### src/rtl/cpu_pkg.sv
// Shared definitions for the 8-bit pipelined CPU: datapath widths, NOP/HALT encodings,
// fetch FSM states and small helpers used by the fetch stage.
package cpu_pkg;

  localparam int PC_W    = 8;
  localparam int INSTR_W = 16;
  localparam int PERF_W  = 16;

  localparam logic [INSTR_W-1:0] NOP_INSTR           = 16'h0000;
  localparam logic [3:0]         HALT_OPCODE_DEFAULT = 4'hF;

  typedef enum logic [1:0] {
    BOOT   = 2'd0,
    RUN    = 2'd1,
    HALTED = 2'd2
  } fetch_state_e;

  function automatic logic is_halt(input logic [INSTR_W-1:0] instr, input logic [3:0] opcode);
    return instr[INSTR_W-1 -: 4] == opcode;
  endfunction

  // Saturating increment: a counter pinned at all-ones stays there.
  function automatic logic [PERF_W-1:0] sat_inc(input logic [PERF_W-1:0] value, input logic en);
    if (en && (value != {PERF_W{1'b1}})) begin
      return value + 1'b1;
    end
    return value;
  endfunction

endpackage

### src/rtl/fetch_stage_if.sv
// Fetch-stage bus: pipeline control from decode/execute, instruction memory port and IF/ID outputs.
// Optional FETCH_PERF_CNT_EN adds the performance counter outputs.
interface fetch_stage_if;
  import cpu_pkg::*;

  logic               id_stall;
  logic               ex_redirect;
  logic [PC_W-1:0]    ex_target;
  logic [PC_W-1:0]    imem_addr;
  logic [INSTR_W-1:0] imem_data;
  logic [INSTR_W-1:0] ifid_instr;
  logic [PC_W-1:0]    ifid_pc;
  logic               ifid_valid;
  logic               halted;
`ifdef FETCH_PERF_CNT_EN
  logic [PERF_W-1:0]  perf_fetched;
  logic [PERF_W-1:0]  perf_stall;
`endif

  // master: the fetch stage itself; slave: the surrounding core / memory.
  modport master (
    input  id_stall, ex_redirect, ex_target, imem_data,
    output imem_addr, ifid_instr, ifid_pc, ifid_valid, halted
`ifdef FETCH_PERF_CNT_EN
    , output perf_fetched, perf_stall
`endif
  );

  modport slave (
    output id_stall, ex_redirect, ex_target, imem_data,
    input  imem_addr, ifid_instr, ifid_pc, ifid_valid, halted
`ifdef FETCH_PERF_CNT_EN
    , input perf_fetched, perf_stall
`endif
  );

endinterface

### src/rtl/fetch_stage_pc_gen.sv
// Program counter register and next-PC selection (redirect, stall hold, halt hold, increment).
module fetch_pc_gen
  import cpu_pkg::*;
#(
  parameter logic [PC_W-1:0] RESET_PC = 8'h00
) (
  input  logic            clk,
  input  logic            rst_n,
  input  logic            run,
  input  logic            stall,
  input  logic            redirect,
  input  logic            halt_hit,
  input  logic [PC_W-1:0] target,
  output logic [PC_W-1:0] pc
);

  logic [PC_W-1:0] pc_reg;
  logic [PC_W-1:0] pc_next;

  // Outside RUN the PC is frozen; a halting capture also leaves it on the HALT address.
  always_comb begin
    pc_next = pc_reg;
    if (run) begin
      if (redirect) begin
        pc_next = target;
      end else if (!stall && !halt_hit) begin
        pc_next = pc_reg + 1'b1;
      end
    end
  end

  always_ff @(posedge clk or negedge rst_n) begin
    if (!rst_n) begin
      pc_reg <= RESET_PC;
    end else begin
      pc_reg <= pc_next;
    end
  end

  assign pc = pc_reg;

endmodule

### src/rtl/fetch_stage.sv
// Instruction-fetch stage: BOOT/RUN/HALTED control FSM and the IF/ID pipeline register.
// Optional build macro FETCH_PERF_CNT_EN adds saturating fetch/stall counters.
module fetch_stage
  import cpu_pkg::*;
#(
  parameter logic [PC_W-1:0] RESET_PC    = 8'h00,
  parameter logic [3:0]      HALT_OPCODE = HALT_OPCODE_DEFAULT
) (
  input  logic         clk,
  input  logic         rst_n,
  fetch_stage_if.master bus
);

  fetch_state_e       state_reg, state_next;
  logic [INSTR_W-1:0] instr_reg, instr_next;
  logic [PC_W-1:0]    ifid_pc_reg, ifid_pc_next;
  logic               valid_reg, valid_next;
  logic               halted_reg, halted_next;
  logic [PC_W-1:0]    pc;
  logic               run;
  logic               halt_hit;
  logic               capture;

  assign run      = (state_reg == RUN);
  assign halt_hit = is_halt(bus.imem_data, HALT_OPCODE);
  assign capture  = run && !bus.ex_redirect && !bus.id_stall;

  fetch_pc_gen #(
    .RESET_PC (RESET_PC)
  ) u_pc_gen (
    .clk      (clk),
    .rst_n    (rst_n),
    .run      (run),
    .stall    (bus.id_stall),
    .redirect (bus.ex_redirect),
    .halt_hit (halt_hit),
    .target   (bus.ex_target),
    .pc       (pc)
  );

  always_comb begin
    state_next   = state_reg;
    instr_next   = instr_reg;
    ifid_pc_next = ifid_pc_reg;
    valid_next   = valid_reg;
    halted_next  = halted_reg;
    unique case (state_reg)
      BOOT: begin
        state_next = RUN;
      end
      RUN: begin
        // Redirect wins over stall and discards whatever was fetched, HALT included.
        if (bus.ex_redirect) begin
          instr_next = NOP_INSTR;
          valid_next = 1'b0;
        end else if (!bus.id_stall) begin
          instr_next   = bus.imem_data;
          ifid_pc_next = pc;
          valid_next   = 1'b1;
          if (halt_hit) begin
            state_next  = HALTED;
            halted_next = 1'b1;
          end
        end
      end
      HALTED: begin
        // The HALT stays in IF/ID until decode takes it, then only bubbles follow.
        if (!bus.id_stall) begin
          instr_next = NOP_INSTR;
          valid_next = 1'b0;
        end
      end
      default: begin
        state_next = BOOT;
      end
    endcase
  end

  always_ff @(posedge clk or negedge rst_n) begin
    if (!rst_n) begin
      state_reg   <= BOOT;
      instr_reg   <= NOP_INSTR;
      ifid_pc_reg <= '0;
      valid_reg   <= 1'b0;
      halted_reg  <= 1'b0;
    end else begin
      state_reg   <= state_next;
      instr_reg   <= instr_next;
      ifid_pc_reg <= ifid_pc_next;
      valid_reg   <= valid_next;
      halted_reg  <= halted_next;
    end
  end

  assign bus.imem_addr  = pc;
  assign bus.ifid_instr = instr_reg;
  assign bus.ifid_pc    = ifid_pc_reg;
  assign bus.ifid_valid = valid_reg;
  assign bus.halted     = halted_reg;

`ifdef FETCH_PERF_CNT_EN
  logic [PERF_W-1:0] fetched_reg;
  logic [PERF_W-1:0] stall_cnt_reg;
  logic              stall_event;

  // Redirect cycles are neither fetches nor stalls.
  assign stall_event = run && bus.id_stall && !bus.ex_redirect;

  always_ff @(posedge clk or negedge rst_n) begin
    if (!rst_n) begin
      fetched_reg   <= '0;
      stall_cnt_reg <= '0;
    end else begin
      fetched_reg   <= sat_inc(fetched_reg, capture);
      stall_cnt_reg <= sat_inc(stall_cnt_reg, stall_event);
    end
  end

  assign bus.perf_fetched = fetched_reg;
  assign bus.perf_stall   = stall_cnt_reg;
`endif

endmodule

### src/flat_wrapper.sv
// flat-port wrapper written by rule: the top's interface ports become plain ports
module fetch_stage_flat import cpu_pkg::*;
#(
  parameter logic [PC_W-1:0] RESET_PC    = 8'h00,
  parameter logic [3:0]      HALT_OPCODE = HALT_OPCODE_DEFAULT
)
  (clk, rst_n, bus_id_stall, bus_ex_redirect, bus_ex_target, bus_imem_data, bus_imem_addr, bus_ifid_instr, bus_ifid_pc, bus_ifid_valid, bus_halted);
  fetch_stage_if bus_i ();
  input  logic clk;
  input  logic rst_n;
  input wire logic [$bits(bus_i.id_stall)-1:0] bus_id_stall;
  input wire logic [$bits(bus_i.ex_redirect)-1:0] bus_ex_redirect;
  input wire logic [$bits(bus_i.ex_target)-1:0] bus_ex_target;
  input wire logic [$bits(bus_i.imem_data)-1:0] bus_imem_data;
  output wire logic [$bits(bus_i.imem_addr)-1:0] bus_imem_addr;
  output wire logic [$bits(bus_i.ifid_instr)-1:0] bus_ifid_instr;
  output wire logic [$bits(bus_i.ifid_pc)-1:0] bus_ifid_pc;
  output wire logic [$bits(bus_i.ifid_valid)-1:0] bus_ifid_valid;
  output wire logic [$bits(bus_i.halted)-1:0] bus_halted;
  assign bus_i.id_stall = bus_id_stall;
  assign bus_i.ex_redirect = bus_ex_redirect;
  assign bus_i.ex_target = bus_ex_target;
  assign bus_i.imem_data = bus_imem_data;
  assign bus_imem_addr = bus_i.imem_addr;
  assign bus_ifid_instr = bus_i.ifid_instr;
  assign bus_ifid_pc = bus_i.ifid_pc;
  assign bus_ifid_valid = bus_i.ifid_valid;
  assign bus_halted = bus_i.halted;
  fetch_stage #(.RESET_PC(RESET_PC), .HALT_OPCODE(HALT_OPCODE)) u_core (.clk(clk), .rst_n(rst_n), .bus(bus_i));
endmodule
### config.mk
export PLATFORM = sky130hd
export DESIGN_NAME = fetch_stage_flat
export DESIGN_NICKNAME = d
export VERILOG_FILES = /design/src/rtl/cpu_pkg.sv /design/src/rtl/fetch_stage_if.sv /design/src/rtl/fetch_stage_pc_gen.sv /design/src/rtl/fetch_stage.sv /design/src/flat_wrapper.sv
export SDC_FILE = /design/constraint.sdc
export NUM_CORES = 1
export LEC_CHECK = 0
export ABC_AREA = 1
export CORE_UTILIZATION = 44
export CTS_CLUSTER_SIZE = 20
export DETAILED_ROUTE_END_ITERATION = 12
export PLACE_DENSITY = 0.9
export SLEW_MARGIN = 20
export SYNTH_ARGS = -nofsm -noshare
export SYNTH_HDL_FRONTEND = slang
export SYNTH_SLANG_ARGS = --single-unit
### constraint.sdc
create_clock -name clk -period 1.55 [get_ports clk]
set_input_delay 0.2325 -clock clk [delete_from_list [all_inputs] [get_ports clk]]
set_output_delay 0.2325 -clock clk [all_outputs]
set_load 0.01 [all_outputs]
==> impl_metrics.yaml <==
synthesis:
  ys_seq_area_frac: 0.532
  synth_top_area_share: 0.532
  netlist_instances: 199
  synth_seq_cells: 36
  syn-mean-instance-area_sq_um: 8.51
  syn-cell-area_sq_mm: 0.00169
  synth_area_leaders: "dfrtp_1 53%, nand2_1 19%, nand3_1 4.1%"
  yosysWarnings: 0
  synth.distinct_cells: 22
  synth.net_count: 228
  synth_top_area_cell: "dfrtp_1"
sta:
  tightest_slew_ns: 0.549
  slew_violations: 0
  relSlewSlack: 0.633
  final.setup.worst_slack_ns: 0.0469
  min_period_ns: 1.50
  holdWs_ns: 0.346
  final_hold_viol_count: 0
  fmax_mhz: 665
  rsz0062_at_grt: "no"
  skew_ns: 0.00668
  finalCritPeriodShare: 0.970
  report.final.setup_viol: 0
global_route:
  antenna_found_initial: 0
  overflow: 0
  grt_pass1_wl_mm: 6.69
  first_global_vias: 1513
  grt_max_degree: 37
  track_usage: 0.218
floorplanning:
  die_x_um: 64.0
  die_area_sq_mm: 0.00410
  fp.dieH_um: 64.0
  row_count: 22
  core_sq_mm: 0.00369
  start_util: 0.459
  ios: 62
detailed_routing:
  drtIter0Drc: 124
  drt_wl_total_mm: 4.06
  drc: 0
  firstDrtPassIters: 4
  vias: 1572
  ant_nets: 0
  vias_per_cell: 4.94
  wl_per_cell_um: 12.8
setup_path:
  reg2reg_depth: 5
  crit_family: "buffers and inverters"
  start_kind: "flop"
  worst_path_max_delay_cell: "clkdlybuf4s50_1"
  critical_path_required_ns: 1.32
  worstPathCellList: "clkdlybuf4s50_1"
  r2r_start: "u_core.state_reg[1]"
  worst-path-buf-inv: 1
  slowest_delay_ns: 0.55
  critical_path_arrival_ns: 1.27
  reg2reg_to: "u_core.bus.ifid_instr[4]"
  r2r_setup_slack_ns: 0.16
  cp-startpoint: "u_core.u_pc_gen.pc[3]"
  end_kind: "output port"
  crit_type: "reg2out"
  path_max_fanout: 6
final_layout:
  mostFrequentLayoutCells: "84 x nand2_1, 60 x clkdlybuf4s50_1, 32 x dfrtp_1"
  fill_cells: 304
  utilization: 0.673
  antenna-diode-count: 0
  final_cell_count_no_fill: 318
  layout-drive-gt1-share: 0.137
  final_nets: 298
  fin_area_sq_mm: 0.00248
  final_common_cell: "nand2_1"
  syn_to_final_growth_pct: 46.6
  largest_reg_flops: 16
run_status:
  status: "finished, final reports clean"
placement:
  routabilityCongestion: 0.833
  post-place-ws_ns: -0.0755
  placed_cells: 306
  place_area_sq_mm: 0.00235
  portBuffers: 61
  hpwl_mm: 2.92
clock_network:
  htreeDepth: 2
  cts_num_sinks: 36
  cts_root_buffer: "clkbuf_8"
  numCtsBuffers: 5
  cts_tree: "done"
  clockBufferDepth: 2
  clk_latency_ns: 0.30
  clk_pin_slew_ns: 0.08
pwr:
  p_leak_nw: 1.19
  power_density_mw_per_mm2: 999
  irDropWorstVdd_mv: 0.428
hold_path:
  min_path_type: "in2async"
job:
  cap_violations: 0
## power by group
part	total [W]	switching, W	internal, W
clock	0.000660	0.000347	0.000313
combinational	0.000678	0.000310	0.000368
sequential	0.00114	0.0000889	0.00105
## routing by layer
layer  share of wire  vias to the layer above  GRT usage
met5               0                        -          0
met4           0.016                        0     0.0909
met3           0.071                        7     0.0714
met2            0.49                       58      0.375
met1            0.43                      735      0.245
li1                -                      772          -
## worst max-delay path by stage
stage	end	depth (start not counted)
3_3_place_gp	u_core.bus.ifid_instr[13]	6
5_1_grt	bus_imem_addr[0]	1
2_1_floorplan	u_core.u_pc_gen.pc[6]	6
6_report	bus_imem_addr[3]	1
4_1_cts	bus_imem_addr[5]	1
3_5_place_dp	u_core.bus.ifid_instr[13]	6
## Yosys cell counts
master,count
nand2_2,2
nor2_4,1
nor2_1,6
buf_4,1
nor2_8,1
or2_2,3
nand4_1,2
nand3_4,1
buf_6,4
inv_1,12
xnor2_1,1
a31oi_1,1
o21ai_1,14
inv_2,3
ha_1,1
o21ai_2,5
dfrtp_1,36
o21ai_0,5
nand2_4,1
nand3_1,14
nand2_1,84
buf_2,1
## stage by stage
stage	setup TNS [ns]	power (W)
2_1_floorplan	0	0.00143
4_1_cts	0	0.00246
3_5_place_dp	-0.547	0.00180
5_1_grt	0	0.00261
6_report	0	0.00248
3_3_place_gp	-0.0260	0.00178
## cell families (layout without fill, tap and decap cells)
group / Yosys count / after routing / synth area share
compound gates: 25 / 25 / 0.0857
xor+xnor: 1 / 1 / 0.00517
buf+inv: 21 / 92 / 0.0673
fa+ha+maj: 1 / 1 / 0.00739
simple gates: 115 / 115 / 0.302
flops: 36 / 36 / 0.532
## final cells by class
cell class / instances / area [sq um] / share of cell area
tap: 48 / 60.1 / 0.0242
clock buffer: 5 / 68.8 / 0.0277
sequential: 36 / 906 / 0.365
multi-input combinational: 142 / 686 / 0.276
clock inverter: 3 / 18.8 / 0.00756
timing repair buffer: 69 / 686 / 0.276
inverter: 15 / 56.3 / 0.0227
## timing repair
item	4_1_cts	5_1_grt
buffers inserted	0	4
resized for setup	3	3
hold buffers	0	0
endpoints found under the setup margin	10	5
cloned	0	0
Power figures use the tool's default switching activity.
